## src/rtl/pkt_tx_assembler_if.sv

```systemverilog
// Outgoing word stream from the packet assembler toward the radio/MAC.
// Master drives the word and framing flags; slave returns out_ready.
interface pkt_tx_assembler_if;
  logic [15:0] out_data;
  logic        out_valid;
  logic        out_ready;
  logic        out_sof;
  logic        out_eof;

  modport master (
    output out_data, out_valid, out_sof, out_eof,
    input  out_ready
  );

  modport slave (
    input  out_data, out_valid, out_sof, out_eof,
    output out_ready
  );
endinterface

```

## src/rtl/pkt_tx_assembler.sv

```systemverilog
// EER-RL transmit packet assembler: snapshots node state on request and streams one
// packet as 16-bit words. Define TX_CHECKSUM_EN to append an XOR checksum word.
module pkt_tx_assembler (
  input  logic                 clk,
  input  logic                 nrst,
  input  logic                 tx_req,
  input  logic [2:0]           pkt_type,
  input  logic [15:0]          my_node_id,
  input  logic [15:0]          hops_from_sink,
  input  logic [15:0]          q_value,
  input  logic [15:0]          energy,
  input  logic [15:0]          e_max,
  input  logic [15:0]          e_min,
  input  logic [15:0]          e_threshold,
  input  logic [15:0]          dest_id,
  input  logic [15:0]          timeslot,
  input  logic [15:0]          payload,
  input  logic                 role,
  output logic                 tx_busy,
  output logic                 tx_done,
  output logic                 tx_err,
  pkt_tx_assembler_if.master   tx
);

  typedef enum logic [1:0] {S_IDLE, S_SEND, S_DONE, S_ERR} state_t;

  state_t      state_q, state_d;
  logic [2:0]  idx_q, idx_d;
  logic [2:0]  last_q, last_d;
  logic [15:0] words_q [8];
  logic [15:0] words_d [8];

  logic [15:0] pkt_w [8];
  logic [2:0]  body_len;
  logic [2:0]  pkt_len;
  logic        req_ok;

  function automatic logic [15:0] sat_inc(input logic [15:0] v);
    return (v == 16'hFFFF) ? v : v + 16'd1;
  endfunction

  // Whole packet image built from the live inputs; captured only at acceptance.
  always_comb begin
    for (int i = 0; i < 8; i++) pkt_w[i] = '0;
    body_len = '0;
    req_ok   = 1'b1;
    case (pkt_type)
      3'b000: begin
        pkt_w[1] = my_node_id;  pkt_w[2] = sat_inc(hops_from_sink);
        pkt_w[3] = e_max;       pkt_w[4] = e_min;
        pkt_w[5] = e_threshold; body_len = 3'd5;
      end
      3'b001: begin
        pkt_w[1] = my_node_id; pkt_w[2] = q_value; pkt_w[3] = energy;
        body_len = 3'd3;       req_ok = role;
      end
      3'b010: begin
        pkt_w[1] = my_node_id; pkt_w[2] = dest_id;
        pkt_w[3] = energy;     pkt_w[4] = q_value; body_len = 3'd4;
      end
      3'b100: begin
        pkt_w[1] = my_node_id; pkt_w[2] = dest_id; pkt_w[3] = timeslot;
        body_len = 3'd3;       req_ok = role;
      end
      3'b101: begin
        pkt_w[1] = my_node_id; pkt_w[2] = dest_id;
        pkt_w[3] = energy;     pkt_w[4] = payload; body_len = 3'd4;
      end
      default: req_ok = 1'b0;
    endcase
`ifdef TX_CHECKSUM_EN
    pkt_len  = body_len + 3'd1;
    pkt_w[0] = {pkt_type, 5'b0, 5'b0, pkt_len};
    begin
      logic [15:0] csum;
      csum = '0;
      for (int i = 0; i < 8; i++) csum = csum ^ pkt_w[i];
      pkt_w[pkt_len] = csum;
    end
`else
    pkt_len  = body_len;
    pkt_w[0] = {pkt_type, 5'b0, 5'b0, pkt_len};
`endif
  end

  always_comb begin
    state_d = state_q;
    idx_d   = idx_q;
    last_d  = last_q;
    words_d = words_q;
    case (state_q)
      S_IDLE: begin
        if (tx_req) begin
          words_d = pkt_w;
          last_d  = pkt_len;
          idx_d   = '0;
          state_d = req_ok ? S_SEND : S_ERR;
        end
      end
      S_SEND: begin
        if (tx.out_ready) begin
          if (idx_q == last_q) state_d = S_DONE;
          else                 idx_d   = idx_q + 3'd1;
        end
      end
      S_DONE:  state_d = S_IDLE;
      S_ERR:   state_d = S_IDLE;
      default: state_d = S_IDLE;
    endcase
  end

  always_ff @(posedge clk) begin
    if (!nrst) begin
      state_q <= S_IDLE;
      idx_q   <= '0;
      last_q  <= '0;
    end else begin
      state_q <= state_d;
      idx_q   <= idx_d;
      last_q  <= last_d;
    end
  end

  // Snapshot holds data only, so it is not reset.
  always_ff @(posedge clk) begin
    words_q <= words_d;
  end

  assign tx_busy      = (state_q != S_IDLE);
  assign tx_done      = (state_q == S_DONE);
  assign tx_err       = (state_q == S_ERR);
  assign tx.out_valid = (state_q == S_SEND);
  assign tx.out_data  = tx.out_valid ? words_q[idx_q] : 16'h0000;
  assign tx.out_sof   = tx.out_valid && (idx_q == 3'd0);
  assign tx.out_eof   = tx.out_valid && (idx_q == last_q);

endmodule

```

## src/flat_wrapper.sv

```systemverilog
// flat-port wrapper written by rule: the top's interface ports become plain ports
module pkt_tx_assembler_flat 
  (clk, nrst, tx_req, pkt_type, my_node_id, hops_from_sink, q_value, energy, e_max, e_min, e_threshold, dest_id, timeslot, payload, role, tx_busy, tx_done, tx_err, tx_out_data, tx_out_valid, tx_out_sof, tx_out_eof, tx_out_ready);
  pkt_tx_assembler_if tx_i ();
  input  logic clk;
  input  logic nrst;
  input  logic tx_req;
  input  logic [2:0] pkt_type;
  input  logic [15:0] my_node_id;
  input  logic [15:0] hops_from_sink;
  input  logic [15:0] q_value;
  input  logic [15:0] energy;
  input  logic [15:0] e_max;
  input  logic [15:0] e_min;
  input  logic [15:0] e_threshold;
  input  logic [15:0] dest_id;
  input  logic [15:0] timeslot;
  input  logic [15:0] payload;
  input  logic role;
  output logic tx_busy;
  output logic tx_done;
  output logic tx_err;
  output wire logic [$bits(tx_i.out_data)-1:0] tx_out_data;
  output wire logic [$bits(tx_i.out_valid)-1:0] tx_out_valid;
  output wire logic [$bits(tx_i.out_sof)-1:0] tx_out_sof;
  output wire logic [$bits(tx_i.out_eof)-1:0] tx_out_eof;
  input wire logic [$bits(tx_i.out_ready)-1:0] tx_out_ready;
  assign tx_out_data = tx_i.out_data;
  assign tx_out_valid = tx_i.out_valid;
  assign tx_out_sof = tx_i.out_sof;
  assign tx_out_eof = tx_i.out_eof;
  assign tx_i.out_ready = tx_out_ready;
  pkt_tx_assembler u_core (.clk(clk), .nrst(nrst), .tx_req(tx_req), .pkt_type(pkt_type), .my_node_id(my_node_id), .hops_from_sink(hops_from_sink), .q_value(q_value), .energy(energy), .e_max(e_max), .e_min(e_min), .e_threshold(e_threshold), .dest_id(dest_id), .timeslot(timeslot), .payload(payload), .role(role), .tx_busy(tx_busy), .tx_done(tx_done), .tx_err(tx_err), .tx(tx_i));
endmodule
```

## config.mk

```make
export PLATFORM = sky130hd
export DESIGN_NAME = pkt_tx_assembler_flat
export DESIGN_NICKNAME = d
export VERILOG_FILES = /design/src/rtl/pkt_tx_assembler_if.sv /design/src/rtl/pkt_tx_assembler.sv /design/src/flat_wrapper.sv
export SDC_FILE = /design/constraint.sdc
export NUM_CORES = 1
export LEC_CHECK = 0
export ABC_CLOCK_PERIOD_IN_PS = 2700
export BUFFER_PORTS_ARGS = -buffer_cell sky130_fd_sc_hd__buf_2
export CAP_MARGIN = 10
export CORE_UTILIZATION = 35
export CTS_BUF_LIST = sky130_fd_sc_hd__clkbuf_4 sky130_fd_sc_hd__clkbuf_8 sky130_fd_sc_hd__clkbuf_16
export CTS_CLUSTER_DIAMETER = 40
export CTS_CLUSTER_SIZE = 8
export DETAILED_ROUTE_END_ITERATION = 12
export PLACE_DENSITY_LB_ADDON = 0.2
export SLEW_MARGIN = 20
export SYNTH_ARGS = -nofsm -noshare
export SYNTH_HDL_FRONTEND = slang
export SYNTH_SLANG_ARGS = --single-unit
```

## constraint.sdc

```tcl
create_clock -name clk -period 2.7 [get_ports clk]
set_clock_uncertainty 0.1 [all_clocks]
set_input_delay 0.27 -clock clk [delete_from_list [all_inputs] [get_ports clk]]
set_output_delay 0.27 -clock clk [all_outputs]
set_load 0.05 [all_outputs]
```

# [Word level (Yosys, flattened, before mapping)]
# Cells that the tools add are included.
[totals] reg_bits=94 input_bits=168 output_inout_bits=22 elab_cells=58
[classes] addsub=2 magnitude_cmp=1 n_eq_ne=13 muxes=18 n_bitwise=1 reduce_logical=14
[ops] cell="$pmux W48 S4" count=1
[ops] cell="$mux W16" count=4
[ops] cell="$bmux W16 S3" count=1
[ops] cell="$pmux W16 S3" count=1
[ops] cell="$add A16 B1 Y16 const B" count=1
[ops] cell="$eq A16 B16 Y1 const B" count=1
[ops] cell="$mux W3" count=3
[ops] cell="$pmux W3 S3" count=1
[ops] cell="$mux W2" count=4
[ops] cell="$ne A2 B2 Y1 const B" count=4
[ops] cell="$eq A3 B3 Y1 const B" count=2
[ops] cell="$logic_not A3 Y1" count=2
[ops] cell="$pmux W2 S3" count=1
[ops] cell="$pmux W3 S2" count=1
[ops] cell="$reduce_or A2 Y1" count=3
[ops] cell="$eq A2 B2 Y1 const B" count=2
[ops] cell="$ge A4 B4 Y1 const B" count=1
[ops] cell="$not A3 Y4" count=1
[ops] cell="$reduce_and A4 Y1" count=1
[ops] cell="$reduce_bool A2 Y1" count=2
[ops] cell="$add A3 B1 Y3 const B" count=1
[ops] cell="$eq A3 B1 Y1 const B" count=1
[ops] cell="$eq A3 B2 Y1 const B" count=1
[ops] cell="$eq A3 B3 Y1" count=1
[ops] cell="7 further kinds" count=8

# [Logic depth before layout (Yosys ltp)]
# Gate-level depths: netlist (run 1).
[logic_depth] ltp_word=6 ltp_mapped=7 depth_no_buf=5

# [Worst setup path after synthesis (run 1)]
# OpenSTA, ideal clock, no wires.
[synth_timing] path_type="register -> output" start="register u_core.state_q[0]" end="output port tx_out_data[10]" arrival_ns=2.600 path_slack_ns=-0.270 path_stages_with_launch=5 path_buffers=1 path_cell_list="dfxtp_1 > nor2b_1 > nand3_1 > clkbuf_1 > o22ai_1"
[synth_via] elab_chain_cells=2
[synth_rtl] element="from (decl)" line_no="pkt_tx_assembler.sv:27" rtl="state_t state_q, state_d;"
[synth_rtl] element="from (signal assigned)" line_no="pkt_tx_assembler.sv:118" rtl="state_q <= state_d;"
[synth_rtl] element="$eq A2 B1 Y1" line_no="pkt_tx_assembler.sv:132" rtl="assign tx.out_valid = (state_q == S_SEND);"
[synth_rtl] element="net tx_out_valid" line_no="flat_wrapper.sv:24" rtl="output wire logic [$bits(tx_i.out_valid)-1:0] tx_out_valid;"
[synth_rtl] element="$mux W16" line_no="pkt_tx_assembler.sv:133" rtl="assign tx.out_data = tx.out_valid ? words_q[idx_q] : 16'h0000;"
[synth_rtl] element="to (decl)" line_no="flat_wrapper.sv:23" rtl="output wire logic [$bits(tx_i.out_data)-1:0] tx_out_data;"
# The timed path passes the listed nets, and every way through them passes these cells.

# [Final worst setup path (run 1)]
[layout_timing] start="register u_core.state_q[0]" end="output port tx_out_data[11]"
[layout_via] elab_chain_cells=2
[layout_rtl] element="$eq A2 B1 Y1" line_no="pkt_tx_assembler.sv:132"
[layout_rtl] element="$mux W16" line_no="pkt_tx_assembler.sv:133"
# Every way passes these cells.

==> results of run 1 <==
-- report_power, final --
group	leakage (nW)	internal, mW	switching, mW	total, mW
sequential	0.910	1.76	0.0478	1.80
combinational	1.90	0.316	0.491	0.807
clock	0.157	0.804	0.557	1.36
total	2.96	2.87	1.10	3.97
-- per-layer routing --
metal  routed length [um]  track usage (%)  share of wire (%)
met2                 8850             36.1                 48
met4                  448             8.41                2.4
met5                    0                0                  0
met3                 1140             3.36                6.2
met1                 8040             30.4                 44
-- through the flow --
step | cell area (um^2) | total power [mW]
5_1_grt | 7200 | 4.12
3_3_place_gp | 6870 | 2.63
3_5_place_dp | 6870 | 2.64
4_1_cts | 7190 | 3.98
2_1_floorplan | 5720 | 2.31
6_report | 7200 | 3.97
-- sequential cells by signal, indices dropped and copies added, names as in the netlist --
register / count
u_core.idx_q: 3
u_core.words_q: 86
u_core.state_q: 2
u_core.last_q: 3
-- area by class of cell --
type	count	share of cell area, %
clock buffer	13	3.81
sequential	94	38.1
antenna	2	0.0695
tap	216	3.75
inverter	14	0.747
multi-input combinational	400	38.0
clock inverter	3	0.591
timing repair buffer	205	15.0
-- cells in the final DEF (no fill, tap or decap), drive strengths merged, types with 6 or more instances in the layout --
| master | instances |
|---|---|
| clkbuf | 13 |
| buf | 205 |
| a21oi | 32 |
| nor2 | 38 |
| inv | 13 |
| o21ai | 45 |
| edfxtp | 86 |
| and3 | 9 |
| mux4 | 6 |
| nand2 | 47 |
| a22oi | 15 |
| dfxtp | 8 |
| mux2i | 61 |
| nand3 | 8 |
| and2 | 36 |
| a2bb2oi | 9 |
| o22ai | 16 |
-- worst paths after layout --
kind	slack, ns	depth (start not counted)	endpoint
max	0.18	4	tx_out_data[11]
min	0.09	2	u_core.words_q[42]
max reg2reg	0.67	4	u_core.words_q[36]
min reg2reg	0.38	2	u_core.last_q[0]
-- kinds of logic (layout without fill, tap and decap cells) --
group,Yosys count,in the layout,share of synthesized area [%]
AO/OA/AOI/OAI,150,150,16.8
XOR/XNOR,6,6,0.920
adder cells (fa/ha/maj),3,3,0.657
buffers and inverters,53,235,4.29
flip-flops,94,94,48.0
multiplexers,67,67,13.1
other,0,2,0
AND/OR/NAND/NOR,174,174,16.3
==> impl.org, run 1 <==
** Run status
- The run finished with clean final reports.

** Clocking
- After clock tree synthesis, the repair step resized 0 gates.
- The longest clock path from root to sink contains 2 buffers.
- At the later pin of the worst-skew pair, clock insertion delay measures 0.35 ns.
- Buffer count from post-CTS setup fixing :: 0
- The tree built by TritonCTS fans out to 94 sinks.
- Clock tree synthesis selected as its root buffer the cell sky130_fd_sc_hd__clkbuf_16.
- Clock tree from TritonCTS :: yes
- Count of hold-fix buffers inserted at cts :: 0
- Buffers inserted during clock tree synthesis total 9.
- Number of H-tree levels :: 3
- CTS clock-pin slew for the worst setup and hold paths :: 0.07 ns

** Global routing
- After global routing the overflow that remains totals 0.
- Number of antenna violations at the first check in global routing :: 2
- Wire length of the first global-routing pass :: 27,600 um
- The number of global-route vias before repair is 4,830.
- Maximum number of pins on one net before global-route repair :: 34
- Global Route Usage Sum :: 22.4%

** STA
- Setup violations remaining at the end of the flow were counted as 0.
- Worst relative slew slack :: 35.3%
- Max-slew violation count :: 0
- The hold violation total from the final report came to 0.
- Setup repair after global routing left no endpoint under its margin.
- Subtracting the final worst setup slack from the clock period gives 2.52 ns.
- Worst slack on hold paths :: ~0.09 ns
- Adding up every negative setup slack in the final design gives 0 ns.
- Of the available clock period, the critical path in the final layout requires 93.3%.
- Worst-case setup margin in the final layout :: between 0.15 and 0.2 ns
- Static timing analysis puts the maximum clock frequency at 0.397 GHz.
- Actual transition at the worst max-transition pin :: 0.964 ns

** Job
- The tool flagged a number of max-cap violations equal to 0.

** Finish
- Measured on the finished design, the core utilization comes to 45.3%.
- The post-route netlist has 33.3% of its cells at a drive strength greater than 1.
- Number of nets in the layout :: 895
- Layout overhead on the synthesized area :: 26.0%
- Final cell count without fillers :: 947
- Summing all multi-input logic gate instances after layout gives 0.00273 mm^2.
- Fill cell instance count of the final layout :: between 1,500 and 2,000
- Registers take 0.00274 mm^2.

** Setup path
- Critical-path cell with the highest stage delay :: sky130_fd_sc_hd__nand2b_1
- The critical path goes through nor2b_2 > nand2b_1 > o22ai_1 > buf_2.
- Among cell families on the critical path, the largest total delay comes from simple AND/OR/NAND/NOR gates.
- For this run, the slowest stage of the critical path takes 0.45 ns.
- The worst setup path is of the register to output pin kind.
- Critical Path Start Type :: register
- Worst path arrival time :: between 2 and 2.5 ns
- In this run the critical register-to-register path is launched from u_core.state_q[0].
- In this run the worst path has a maximum fanout of 17.
- Setup crit end kind :: output pin
- Together, buffers and inverters on the worst path number 1.
- At the worst endpoint, the required time is 2.33 ns.
- Timing startpoint of the critical path :: u_core.state_q[0]

** Placed design
- Worst Setup Slack post-DPL :: 0.442 ns
- Placed Cells :: 929
- Detailed placement ended at an HPWL of 14,100 um.
- Input/output buffers :: 189
- At the end of routability-driven placement, the weighted congestion stood at 0.887.

** Hold path
- The min-delay analysis places its worst path in the category primary input to register.
- Startpoint of the worst hold path :: e_threshold[10]

** Pwr
- Total power divided by cell area :: 551 mW/mm^2
- VDD IR-drop max :: approximately 340 uV
- For this design the static power due to leakage is 2.96 nW.

** Synthesis
- Of the post-synthesis cell area, the dominant cell type holds 45.2%.
- After synthesis, the most frequently instantiated cells are sky130_fd_sc_hd__edfxtp_1, sky130_fd_sc_hd__mux2i_1, sky130_fd_sc_hd__nand2_1.
- Register area share after synthesis :: 48.0%
- Synthesis produced a netlist whose cell count is 547.
- Cell taking the most area after synthesis :: sky130_fd_sc_hd__edfxtp_1
- The number of different library cells used by synthesis comes to 67.
- Main area contributors after synthesis :: sky130_fd_sc_hd__edfxtp_1, sky130_fd_sc_hd__mux2i_1, sky130_fd_sc_hd__and2_1
- A synthesized cell averages between 10 and 15 um^2.
- The Yosys step of the flow raised 0 warnings.
- Number of enable-type register cells in the synthesized netlist :: between 80 and 90
- Counting flops and latches in the post-synthesis netlist gives 94.
- The mapped netlist covers 0.00571 mm^2.
- Most common cell in the synthesized netlist :: sky130_fd_sc_hd__edfxtp_1
- Most used flip-flop cell after synthesis :: sky130_fd_sc_hd__edfxtp_1
- For this run, asynchronously set or reset flops after synthesis account for 0%.
- Net count of the mapped netlist :: 718

** Floorplanning
- The die is 130 um tall.
- The die is 130 um wide.
- In this run the standard cell core region covers between 0.015 and 0.02 mm^2.
- Die Footprint :: 0.0168 mm^2
- After floorplanning, the core was divided into between 40 and 50 placement rows.
- IO Count :: 190
- Starting utilization of the core area :: 36.0%

** Route
- In this run the remaining antenna-violating nets after routing total 0.
- Dividing the detail-routed wire length by the instance count gives 19.5 um.
- For this block, the initial DRC count from the detailed router was 434.
- Residual DRC :: 0
- Number of iterations in the first detailed-routing pass :: 5
- Total wire length :: 18,500 um
- In the routed layout, each cell is associated on average with a via count of 5.36.
- Via count :: 5,073
Note: power is estimated with default switching activity, not from simulation.
==> run 2, diff against run 1 <==
--- a/config.mk
+++ b/config.mk
@@ -8,12 +8,13 @@
 export ABC_CLOCK_PERIOD_IN_PS = 2700
 export BUFFER_PORTS_ARGS = -buffer_cell sky130_fd_sc_hd__buf_2
 export CAP_MARGIN = 10
-export CORE_UTILIZATION = 35
+export CORE_UTILIZATION = 50
 export CTS_BUF_LIST = sky130_fd_sc_hd__clkbuf_4 sky130_fd_sc_hd__clkbuf_8 sky130_fd_sc_hd__clkbuf_16
 export CTS_CLUSTER_DIAMETER = 40
 export CTS_CLUSTER_SIZE = 8
 export DETAILED_ROUTE_END_ITERATION = 12
 export PLACE_DENSITY_LB_ADDON = 0.2
+export SETUP_SLACK_MARGIN = 0.2
 export SLEW_MARGIN = 20
 export SYNTH_ARGS = -nofsm -noshare
 export SYNTH_HDL_FRONTEND = slang
==> run 2 against run 1 <==
Combinational power fell by 1%. Flip-flop and latch count stayed put. Utilization increased by 20 points. Cell area down 0.87%.
==> impl.org, run 2 (same netlist as run 1, synthesis figures left out) <==
** Run status
- Result of the run :: finished clean

** Global routing
- Global Route Usage Sum :: between 20 and 30%
- Summed over all layers, the global routing overflow is 0.
- Entering global routing, the biggest net connects 41 pins.
- The first global-routing pass estimated about 25,000 um of wire.
- The initial antenna violation count was 0.
- The number of global-route vias before repair came to 4,815.

** Finish
- The area growth from synthesis to layout is 24.9%.
- Top register by number of flip-flops :: u_core.words_q
- Total area of multi-input combinational cells :: 0.00274 mm^2
- The library cell used most frequently in the layout, excluding fill and tap cells, is sky130_fd_sc_hd__buf_2.
- Fraction of final layout cells sized beyond drive strength 1 :: 34.0%
- Max reg flops :: 86
- After filler insertion, the fill cell instance count of the layout stands at 890.
- The repair_antennas step left the layout with diodes totalling 0.
- Number of nets in the layout :: 896
- Area occupied by registers :: roughly 0.0027 mm^2
- The largest registers in the layout are u_core.words_q x86, u_core.idx_q x3, u_core.last_q x3.
- In the layout the commonest cells are sky130_fd_sc_hd__buf_2, sky130_fd_sc_hd__edfxtp_1, sky130_fd_sc_hd__mux2i_1.

** STA
- The number of max-slew violations in the final report came to 0.
- Adding up every negative setup slack in the final design gives 0 ns.
- Minimum clock period :: ~2.4 ns
- The hold violation total from the final report is 0.
- Fin crit share :: between 80% and 90%
- Setup repair after global routing missed its margin :: no
- Fmax achieved :: 0.418 GHz
- For the pin with the worst max-slew slack, the measured transition is 0.929 ns.
- Worst slack on hold paths :: 0.104 ns
- Worst relative slew slack :: a little under two fifths
- Setup violations remaining at the end of the flow were counted as 0.

** Pwr
- VDD IR-drop max :: between 300 and 400 uV
- The analysis attributes to cell leakage a power of 2.98 nW.
- In this run the power density over the cells is roughly 570 mW/mm^2.

** Clocking
- The clock tree synthesis step divided the H-tree into 3 levels.
- The tree is rooted in a sky130_fd_sc_hd__clkbuf_16.
- CTS Buf Count :: 9
- Total clock sinks :: 94
- Clock latency on the worst-skew pair :: roughly 0.34 ns
- The clock passes through at most 2 buffers.
- Clock tree from TritonCTS :: yes
- Clock-pin slew was measured on the worst setup and hold paths at 0.07 ns.
- Count of hold-fix buffers inserted at cts :: 0

** Route
- Iteration-0 DRC count of the detailed router :: around 540
- In the final routed layout, each cell accounts on average for 19.4 um.
- Number of antenna-violating nets in the routed design :: 0
- In the routed design, unresolved DRC markers number 0.
- Vias per Instance :: 5.98
- Number of iterations in the first detailed-routing pass :: 5
- Via count :: about 5,200
- Total wire length :: roughly 17,000 um

** Setup path
- STA classifies the critical path startpoint as a register.
- Worst Path Buf+Inv :: 1
- On the critical path, the stage with the largest delay is an instance of sky130_fd_sc_hd__dfxtp_1.
- Data on the critical path is required at its endpoint by 2.33 ns.
- Crit path max-delay family :: simple AND/OR/NAND/NOR gates
- On the worst path, the slowest cell contributes a delay of 0.42 ns.
- Data arrives at the worst endpoint at just over 2 ns.
- The worst setup path is captured at an output pin.
- Critical Path, Cell by Cell :: nor2b_2 > nand3_2 > o22ai_1 > buf_2
- In this run the worst path has a maximum fanout of 16.
- Worst setup path class :: register to output pin

** Job
- Number of max-capacitance violations reported :: 0

** Floorplanning
- IO Count :: 190
- Row generation in the floorplan step produced 38 rows.
- The initial utilization of the core area, before any placement, comes to 52.0%.
- The region available for standard cell placement spans 0.0110 mm^2.
- The die covers 0.0119 mm^2.
- The die is around 110 um wide.
- The die is 109 um tall.

** Placed design
- Buffers placed on the I/O ports in this run total 189.
- Post-detailed-placement half-perimeter wirelength :: approximately 13,000 um
- Final RePlAce weighted congestion :: 0.958

** Hold path
- The min-delay analysis places its worst path in the category primary input to register.
## run 2: cell count changes in the layout (fill, tap and decap cells not counted)
| cell | delta |
|---|---|
| sky130_fd_sc_hd__buf_4 | +1 |
| sky130_fd_sc_hd__bufinv_16 | +2 |
| sky130_fd_sc_hd__clkbuf_4 | -1 |
| sky130_fd_sc_hd__clkbuf_8 | -3 |
| sky130_fd_sc_hd__clkinv_2 | +2 |
| sky130_fd_sc_hd__dfxtp_1 | -1 |
| sky130_fd_sc_hd__dfxtp_2 | +1 |
| sky130_fd_sc_hd__diode_2 | -2 |
| sky130_fd_sc_hd__nand2b_1 | -1 |
| sky130_fd_sc_hd__nand2b_2 | +1 |
| sky130_fd_sc_hd__nor2_1 | -1 |
| sky130_fd_sc_hd__nor2_2 | +1 |
| sky130_fd_sc_hd__nor2b_1 | -1 |
| sky130_fd_sc_hd__nor2b_2 | +1 |
## run 2: area by class of cell
type                    count  area share [%]
clock buffers               9            3.16
clock inverters             7            1.58
inverters                  14           0.754
multi-input cells         400            38.4
flip-flops and latches     94            38.4
well taps                 140            2.45
repair buffers            206            15.2
## run 2: worst reg2reg max path, stage by stage, from the launching register on
cell and delay [ns]:
sky130_fd_sc_hd__dfxtp_1 0.42, sky130_fd_sc_hd__nand2b_1 0.17, sky130_fd_sc_hd__or2_1 0.26, sky130_fd_sc_hd__clkinv_2 0.39, sky130_fd_sc_hd__buf_12 0.34, sky130_fd_sc_hd__o211a_1 0.23
## run 2: per-stage QoR
stage,area (um^2),utilization [%],instances,power [mW],worst slack [ns]
3_3_place_gp,6790,61.8,854,2.61,0.519
2_1_floorplan,5720,-,547,2.31,0.0834
4_1_cts,7130,64.9,870,4.03,0.199
3_5_place_dp,6790,61.8,854,2.63,0.436
6_report,7140,65.0,870,4.04,0.306
5_1_grt,7140,65.0,870,4.16,0.198
## run 2: final timing paths
path | end | from | cells after the start | slack [ns]
max | tx_out_data[13] | u_core.state_q[0] | 4 | 0.31
min | u_core.words_q[101] | my_node_id[5] | 2 | 0.10
max reg2reg | u_core.last_q[2] | u_core.state_q[0] | 5 | 0.70
min reg2reg | u_core.last_q[1] | u_core.last_q[1] | 2 | 0.40
## run 2: layer usage
layer	GRT usage, %	vias to the layer above	wire length (um)
met3	4.36	31	1480
met4	12.7	0	473
met2	43.5	286	7740
met1	41.7	2473	7170
met5	0	-	0
li1	-	2413	-
## run 2: where the power goes
| group | total [mW] | switching [mW] | internal (mW) |
|---|---|---|---|
| Sequential | 1.82 | 0.0597 | 1.76 |
| Combinational | 0.799 | 0.483 | 0.316 |
| Clock | 1.43 | 0.529 | 0.900 |
## run 2: what timing repair did
item                       CTS  global route
pin swaps                    0             0
buffers inserted             0             0
setup endpoints to repair   16            16
gates resized for setup      3             1
